$ cat src/rtl/gf180mcu_fd_sc_mcu7t5v0__pgate_seq_if.sv
// rtl/gf180mcu_fd_sc_mcu7t5v0__pgate_seq_if.sv - power-controller <-> switch sequencer signal bundle
//
// Signals:
//   PWR_REQ  level request from the power controller (1 = domain powered)
//   PWR_ACK  all segments on and isolation released
//   SW_EN    header-switch segment enables, thermometer code
//   ISO_EN   domain output isolation
//   BUSY     sequencer is ramping
// Modports:
//   master   power-controller side (drives PWR_REQ)
//   slave    sequencer side (drives everything else)
interface gf180mcu_fd_sc_mcu7t5v0__pgate_seq_if #(
    parameter int NSEG = 4
);
    logic            PWR_REQ;
    logic            PWR_ACK;
    logic [NSEG-1:0] SW_EN;
    logic            ISO_EN;
    logic            BUSY;

    modport master (
        output PWR_REQ,
        input  PWR_ACK,
        input  SW_EN,
        input  ISO_EN,
        input  BUSY
    );

    modport slave (
        input  PWR_REQ,
        output PWR_ACK,
        output SW_EN,
        output ISO_EN,
        output BUSY
    );
endinterface

$ cat src/rtl/gf180mcu_fd_sc_mcu7t5v0__pgate_seq.sv
// rtl/gf180mcu_fd_sc_mcu7t5v0__pgate_seq.sv - staged power-gate switch and isolation sequencer
//
// Ports:
//   CLK  rising-edge clock
//   RN   asynchronous active-low reset
//   bus  slave side of the sequencer interface (PWR_REQ in; PWR_ACK, SW_EN,
//        ISO_EN, BUSY out, all registered)
//
// Segments come up one every STEP_CYC cycles (bit 0 first) and go down in
// reverse order. Power-up may be aborted; power-down always runs to OFF.
module gf180mcu_fd_sc_mcu7t5v0__pgate_seq #(
    parameter int NSEG     = 4,
    parameter int STEP_CYC = 8,
    parameter int CW       = 4
) (
    input  logic CLK,
    input  logic RN,
    gf180mcu_fd_sc_mcu7t5v0__pgate_seq_if.slave bus
);
    typedef enum logic [2:0] {
        S_OFF,
        S_UP,
        S_ON,
        S_ISO,
        S_DOWN
    } state_t;

    localparam logic [CW-1:0]   LAST = CW'(STEP_CYC - 1);
    localparam logic [NSEG-1:0] ONE  = NSEG'(1);

    state_t          state, state_nxt;
    logic [CW-1:0]   cnt, cnt_nxt;
    logic [NSEG-1:0] sw, sw_nxt;
    logic            iso, iso_nxt;
    logic            ack, ack_nxt;
    logic            busy, busy_nxt;

    // SW_EN is a thermometer code, so the top bit means every segment is on
    // and bit 0 means at least one is on.
    logic step_done, all_on, any_on;
    assign step_done = (cnt == LAST);
    assign all_on    = sw[NSEG-1];
    assign any_on    = sw[0];

    always_ff @(posedge CLK or negedge RN) begin
        if (!RN) begin
            state <= S_OFF;
            cnt   <= '0;
            sw    <= '0;
            iso   <= 1'b1;
            ack   <= 1'b0;
            busy  <= 1'b0;
        end else begin
            state <= state_nxt;
            cnt   <= cnt_nxt;
            sw    <= sw_nxt;
            iso   <= iso_nxt;
            ack   <= ack_nxt;
            busy  <= busy_nxt;
        end
    end

    always_comb begin
        state_nxt = state;
        cnt_nxt   = cnt;
        sw_nxt    = sw;
        iso_nxt   = iso;
        ack_nxt   = ack;
        busy_nxt  = busy;
        case (state)
            S_OFF: begin
                if (bus.PWR_REQ) begin
                    state_nxt = S_UP;
                    sw_nxt    = ONE;
                    cnt_nxt   = '0;
                    busy_nxt  = 1'b1;
                end
            end
            S_UP: begin
                if (!bus.PWR_REQ) begin
                    // Abort: start unwinding on this very edge; isolation never dropped.
                    state_nxt = S_DOWN;
                    sw_nxt    = sw >> 1;
                    cnt_nxt   = '0;
                end else if (step_done) begin
                    cnt_nxt = '0;
                    if (all_on) begin
                        state_nxt = S_ON;
                        iso_nxt   = 1'b0;
                        ack_nxt   = 1'b1;
                        busy_nxt  = 1'b0;
                    end else begin
                        sw_nxt = (sw << 1) | ONE;
                    end
                end else begin
                    cnt_nxt = cnt + 1'b1;
                end
            end
            S_ON: begin
                if (!bus.PWR_REQ) begin
                    state_nxt = S_ISO;
                    ack_nxt   = 1'b0;
                    iso_nxt   = 1'b1;
                    busy_nxt  = 1'b1;
                end
            end
            S_ISO: begin
                // One cycle of isolation before the first segment drops.
                state_nxt = S_DOWN;
                sw_nxt    = sw >> 1;
                cnt_nxt   = '0;
            end
            S_DOWN: begin
                if (step_done) begin
                    cnt_nxt = '0;
                    if (any_on) begin
                        sw_nxt = sw >> 1;
                    end else begin
                        state_nxt = S_OFF;
                        busy_nxt  = 1'b0;
                    end
                end else begin
                    cnt_nxt = cnt + 1'b1;
                end
            end
            default: begin
                state_nxt = S_OFF;
                cnt_nxt   = '0;
                sw_nxt    = '0;
                iso_nxt   = 1'b1;
                ack_nxt   = 1'b0;
                busy_nxt  = 1'b0;
            end
        endcase
    end

    assign bus.SW_EN   = sw;
    assign bus.ISO_EN  = iso;
    assign bus.PWR_ACK = ack;
    assign bus.BUSY    = busy;
endmodule

$ cat src/flat_wrapper.sv
// flat-port wrapper written by rule: the top's interface ports become plain ports
module gf180mcu_fd_sc_mcu7t5v0__pgate_seq_flat 
#(
    parameter int NSEG     = 4,
    parameter int STEP_CYC = 8,
    parameter int CW       = 4
)
  (CLK, RN, bus_PWR_REQ, bus_PWR_ACK, bus_SW_EN, bus_ISO_EN, bus_BUSY);
  gf180mcu_fd_sc_mcu7t5v0__pgate_seq_if #(.NSEG(NSEG)) bus_i ();
  input  logic CLK;
  input  logic RN;
  input wire logic [$bits(bus_i.PWR_REQ)-1:0] bus_PWR_REQ;
  output wire logic [$bits(bus_i.PWR_ACK)-1:0] bus_PWR_ACK;
  output wire logic [$bits(bus_i.SW_EN)-1:0] bus_SW_EN;
  output wire logic [$bits(bus_i.ISO_EN)-1:0] bus_ISO_EN;
  output wire logic [$bits(bus_i.BUSY)-1:0] bus_BUSY;
  assign bus_i.PWR_REQ = bus_PWR_REQ;
  assign bus_PWR_ACK = bus_i.PWR_ACK;
  assign bus_SW_EN = bus_i.SW_EN;
  assign bus_ISO_EN = bus_i.ISO_EN;
  assign bus_BUSY = bus_i.BUSY;
  gf180mcu_fd_sc_mcu7t5v0__pgate_seq #(.NSEG(NSEG), .STEP_CYC(STEP_CYC), .CW(CW)) u_core (.CLK(CLK), .RN(RN), .bus(bus_i));
endmodule
$ cat config.mk
export PLATFORM = sky130hd
export DESIGN_NAME = gf180mcu_fd_sc_mcu7t5v0__pgate_seq_flat
export DESIGN_NICKNAME = d
export VERILOG_FILES = /design/src/rtl/gf180mcu_fd_sc_mcu7t5v0__pgate_seq_if.sv /design/src/rtl/gf180mcu_fd_sc_mcu7t5v0__pgate_seq.sv /design/src/flat_wrapper.sv
export SDC_FILE = /design/constraint.sdc
export NUM_CORES = 1
export LEC_CHECK = 0
export BUFFER_PORTS_ARGS = -buffer_cell sky130_fd_sc_hd__buf_2
export CORE_MARGIN = 10
export CORE_UTILIZATION = 55
export DETAILED_ROUTE_END_ITERATION = 7
export HOLD_SLACK_MARGIN = 0.1
export MAX_ROUTING_LAYER = met4
export PLACE_DENSITY_LB_ADDON = 0.08
export SETUP_SLACK_MARGIN = 0.15
export SYNTH_ARGS = -nofsm -noshare
export SYNTH_HDL_FRONTEND = slang
export SYNTH_SLANG_ARGS = --single-unit
export TNS_END_PERCENT = 30
$ cat constraint.sdc
create_clock -name CLK -period 2.3 [get_ports CLK]
set_input_delay 0.23 -clock CLK [delete_from_list [all_inputs] [get_ports CLK]]
set_output_delay 0.23 -clock CLK [all_outputs]
set_load 0.02 [all_outputs]
Yosys cells after proc, flatten, opt, wreduce, memory -nomap -nowiden

Index checks and enable logic that the tools add are counted.
Widths: inputs -> output; s select.

Register bits: 14
Input bits: 3
Output and inout bits: 7
Logic and storage cells: 70

Add/sub/neg operators: 1
Equality and inequality tests: 16
Mux-type cells: 33
Bitwise logic cells: 3
Reductions and logical operators: 9

Operator list:

| cell                | number |
|---|---|
| $mux 4              | 9 |
| $mux 3              | 7 |
| $pmux 4 s5          | 1 |
| $pmux 4 s4          | 1 |
| $pmux 3 s5          | 1 |
| $reduce_and 5->1    | 3 |
| $reduce_and 6->1    | 2 |
| $mux 1              | 11 |
| $ne 2x1->1 const B  | 4 |
| $ne 2x2->1 const B  | 4 |
| $reduce_and 8->1    | 1 |
| $eq 3x2->1 const B  | 2 |
| $ne 3x2->1 const B  | 2 |
| $pmux 1 s3          | 2 |
| $pmux 1 s5          | 1 |
| $add 4x1->4 const B | 1 |
| $eq 4x3->1 const B  | 1 |
| $eq 3x1->1 const B  | 1 |
| $eq 3x3->1 const B  | 1 |
| $logic_not 3->1     | 1 |
| $ne 3x3->1 const B  | 1 |
| $not 1->1           | 3 |
| $reduce_or 3->1     | 1 |
| $reduce_and 2->1    | 1 |

Logic depth before layout (Yosys ltp)

Depth after elaboration: 4
Mapped depth: 6
Mapped depth without buffers: 5

Worst setup path before layout

Ideal clock, no wire load.

Path kind: reg-to-reg
Start point: reg u_core.cnt[0]
End point: reg u_core.sw[1] (netlist: u_core.bus.SW_EN[1])
Setup time: 0.125 ns
Arrival time: 1.526 ns
Setup slack: 0.649 ns
Stages on the path, launching flop included: 7
Buffers on the path: 1
Period minus slack after synthesis: 1.651 ns
Cells stage by stage: dfrtp_1 -> ha_1 -> and3b_1 -> buf_2 -> a21o_1 -> nand4_2 -> mux2_2

Word-level cells in the longest chain between the ends: 3
Elaborated cells on any way between the ends: 4

Ends and longest elaborated chain:

| what                                               | line                                     | source |
|---|---|---|
| from (decl)                                        | gf180mcu_fd_sc_mcu7t5v0__pgate_seq.sv:32 | `logic [CW-1:0] cnt, cnt_nxt;` |
| from (signal assigned)                             | gf180mcu_fd_sc_mcu7t5v0__pgate_seq.sv:55 | `cnt <= cnt_nxt;` |
| $eq 4x3->1 *                                       | gf180mcu_fd_sc_mcu7t5v0__pgate_seq.sv:41 | `assign step_done = (cnt == LAST);` |
| $ne 3x2->1 (no line) or $ne 2x1->1 (tied branches) | --                                       |  |
| $reduce_and 6->1 (no line) *                       | --                                       |  |
| to (signal assigned)                               | gf180mcu_fd_sc_mcu7t5v0__pgate_seq.sv:56 | `sw <= sw_nxt;` |
| to (decl)                                          | gf180mcu_fd_sc_mcu7t5v0__pgate_seq.sv:33 | `logic [NSEG-1:0] sw, sw_nxt;` |

Mark *: on every way between the ends. The rest lies on a longest branch, timed or not.
A chain may end at the register's enable or synchronous reset.

Final worst setup path

Start point: reg u_core.state[2]
End point: reg u_core.sw[1] (netlist: u_core.bus.SW_EN[1])

Word-level cells in the longest chain between the ends: 3
Elaborated cells on any way between the ends: 13

Ends and longest elaborated chain:

| what                                         | line                                     | source |
|---|---|---|
| from (decl)                                  | gf180mcu_fd_sc_mcu7t5v0__pgate_seq.sv:31 | `state_t state, state_nxt;` |
| from (signal assigned)                       | gf180mcu_fd_sc_mcu7t5v0__pgate_seq.sv:54 | `state <= state_nxt;` |
| $eq 3x1->1 (tied with other cells)           | gf180mcu_fd_sc_mcu7t5v0__pgate_seq.sv:70 | `case (state)` |
| $ne 3x3->1 (no line) (tied with other cells) | --                                       |  |
| $reduce_and 6->1 (no line)                   | --                                       |  |

Several ways; a longest one is shown, not always the timed one.

==> metrics.yaml <==
criticalPathCategory: "reg2reg"
grt_start_max_net_pins: 17
max_cap_viol_count: 0
wire_per_inst_um: 16.67
dp_hpwl_mm: 1.368
synth_top_flop_cell: "dfrtp_1"
post-cts-setup-buffers: 0
r2r_start: "u_core.state[2]"
cp_data_arrival_time_ps: 2030
grt_use_total_pct: 12.41
viasPerCell: 6.333
synth_area_leaders: "dfrtp_1, o21ai_0, a22o_1, nor2_1, mux2_2"
drtIter0Drc: 40
r2r_cells: 4
core_area_sq_um: 1506
critPathLaunchType: "register"
antenna_found_initial: 0
hold_viol: 0
cts_sinks: 14
startpoint: "u_core.state[2]"
yosysUniqueCellTypes: 40
gp_congestion: 0.8113
clock_path_buffers: 2
insertion_delay_ps: 290
drive_gt1_share_pct: 19.80
cts_tree: "done"
period_minus_slack_ps: 1849
port-buffer-count: 9
powerDensity_nw_per_um2: 1063
drc_errors: 0
yosys_warnings: 0
yosysMostFrequentCell: "dfrtp_1"
finalSetupTns_ps: 0
synthArstFlopShare_pct: 100.0
top_layer_used: "met4"
cts.clk_slew.worst_paths_ps: 90
cts_buffers: 3
overflow: 0
cp.required_ps: 2480
fmax_ghz: 0.5407
synth_top_area_share_pct: 37.36
fin_nets: 106
fp.dieArea_sq_um: 3575
synth-seq-cells: 14
status: "complete, no violations"
slew_headroom_pct: 59.20
die_y_um: 59.79
avgSynthCellArea_sq_um: 9.466
htree_levels: 1
num_rows: 14
end_kind: "register"
leakage_nw: 0.4391
fin_util_pct: 62.54
hold_buffers: 1
wl_met2_um: 862
setup_viol: 0
yosysTopAreaCell: "dfrtp_1"
synthCells: 92
maxSlewViolCount: 0
wl_met3_um: 126
diodes: 0
skew_ps: 1.678
fp.dieW_um: 59.79
hp-class: "in2async"
grt_pass1_vias: 767
synth_common_cells: "dfrtp_1, nor2_1, o21ai_0, nand2_1"
grt_pass1_wl_mm: 3.415
wl_met1_um: 918
post-route-period-util_pct: 80.41
peakVddDrop_mv: 0.5976
clockRootBuffer: "clkbuf_4"
first_pass_iters: 4
yosysSeqAreaShare_pct: 40.37
postRouteAntennaNets: 0
tightest_slew_ps: 607.3
drt_wl_total_mm: 1.950
cp_max_fo: 16
syn_nets: 96
vias: 741
synth_area_sq_um: 870.8
synthToLayoutAreaGrowth_pct: 8.190
synth_edf_count: 0
cts_resized: 0
ioPinCount: 10
rsz0062_at_grt: "false"
start_util_pct: 57.81
final timing paths:
check	endpoint	slack (ps)
max	u_core.bus.SW_EN[1]	450
min	u_core.cnt[3]	370
max reg2reg	u_core.bus.SW_EN[1]	450
min reg2reg	u_core.cnt[3]	500
max in group asynchronous	u_core.bus.ISO_EN	1640
min in group CLK	u_core.bus.BUSY	400
layout make-up:
type | count | area, sq um
flip-flops and latches | 14 | 351.6
inverters | 2 | 7.507
repair buffers | 10 | 55.05
clock buffers | 4 | 36.28
well taps | 16 | 20.02
multi-input cells | 71 | 471.7
fillers | 124 | 564.3
routing by layer:
layer  vias to the layer above  global-route usage (%)
met4                         0                   7.051
li1                        354                       -
met5                         -                       -
met2                        27                   17.50
met1                       353                   15.07
met3                         7                   4.025
cells in the final DEF, fill, tap and decap left out, drive strengths merged, types with 2 or more instances in the layout:
| master | count |
|---|---|
| a211oi | 2 |
| a21oi | 4 |
| a22o | 4 |
| and2b | 2 |
| buf | 9 |
| clkbuf | 4 |
| dfrtp | 13 |
| inv | 2 |
| mux2 | 3 |
| nand2 | 6 |
| nand2b | 3 |
| nand3 | 3 |
| nor2 | 10 |
| nor3 | 2 |
| o21a | 2 |
| o21ai | 9 |
| or3 | 2 |
stage by stage:
stage	area, sq um	std cells	worst slack, ps	total power [mW]	hold WS [ps]
5_1_grt	942.2	117	350.3	1.076	397.5
4_1_cts	942.2	117	443.4	1.002	375.3
3_3_place_gp	895.9	112	529.1	0.8014	144.3
3_5_place_dp	895.9	112	465.0	0.8172	148.4
6_report	942.2	117	450.5	1.001	368.7
2_1_floorplan	870.8	92	649.4	0.7238	-65.59
state kept, by name, summed over array words and instances (netlist names):
signal,count
u_core.bus.ISO_EN,1
u_core.state,3
u_core.bus.PWR_ACK,1
u_core.cnt,4
u_core.bus.SW_EN,4
u_core.bus.BUSY,1
kinds of logic after synthesis:
kind of cell	Yosys count	synth area share [%]
buffers and inverters	7	5.460
XOR/XNOR	1	1.006
multiplexers	4	5.029
flip-flops	14	40.37
adder cells (fa/ha/maj)	1	1.437
AND/OR/NAND/NOR	37	25.00
AO/OA/AOI/OAI	28	21.70
report_power, final:
group	internal [mW]	switching, mW	total, mW
logic	0.191	0.208	0.399
registers	0.308	0.110	0.418
clock network	0.0966	0.0881	0.185
critical path, stage by stage, from the launching register on:
cell and delay (ps):
dfrtp_1 610, or3b_1 440, a21o_1 230, nand4_2 120
mux2_2 340
No activity file was read; power rests on OpenSTA's default activity.
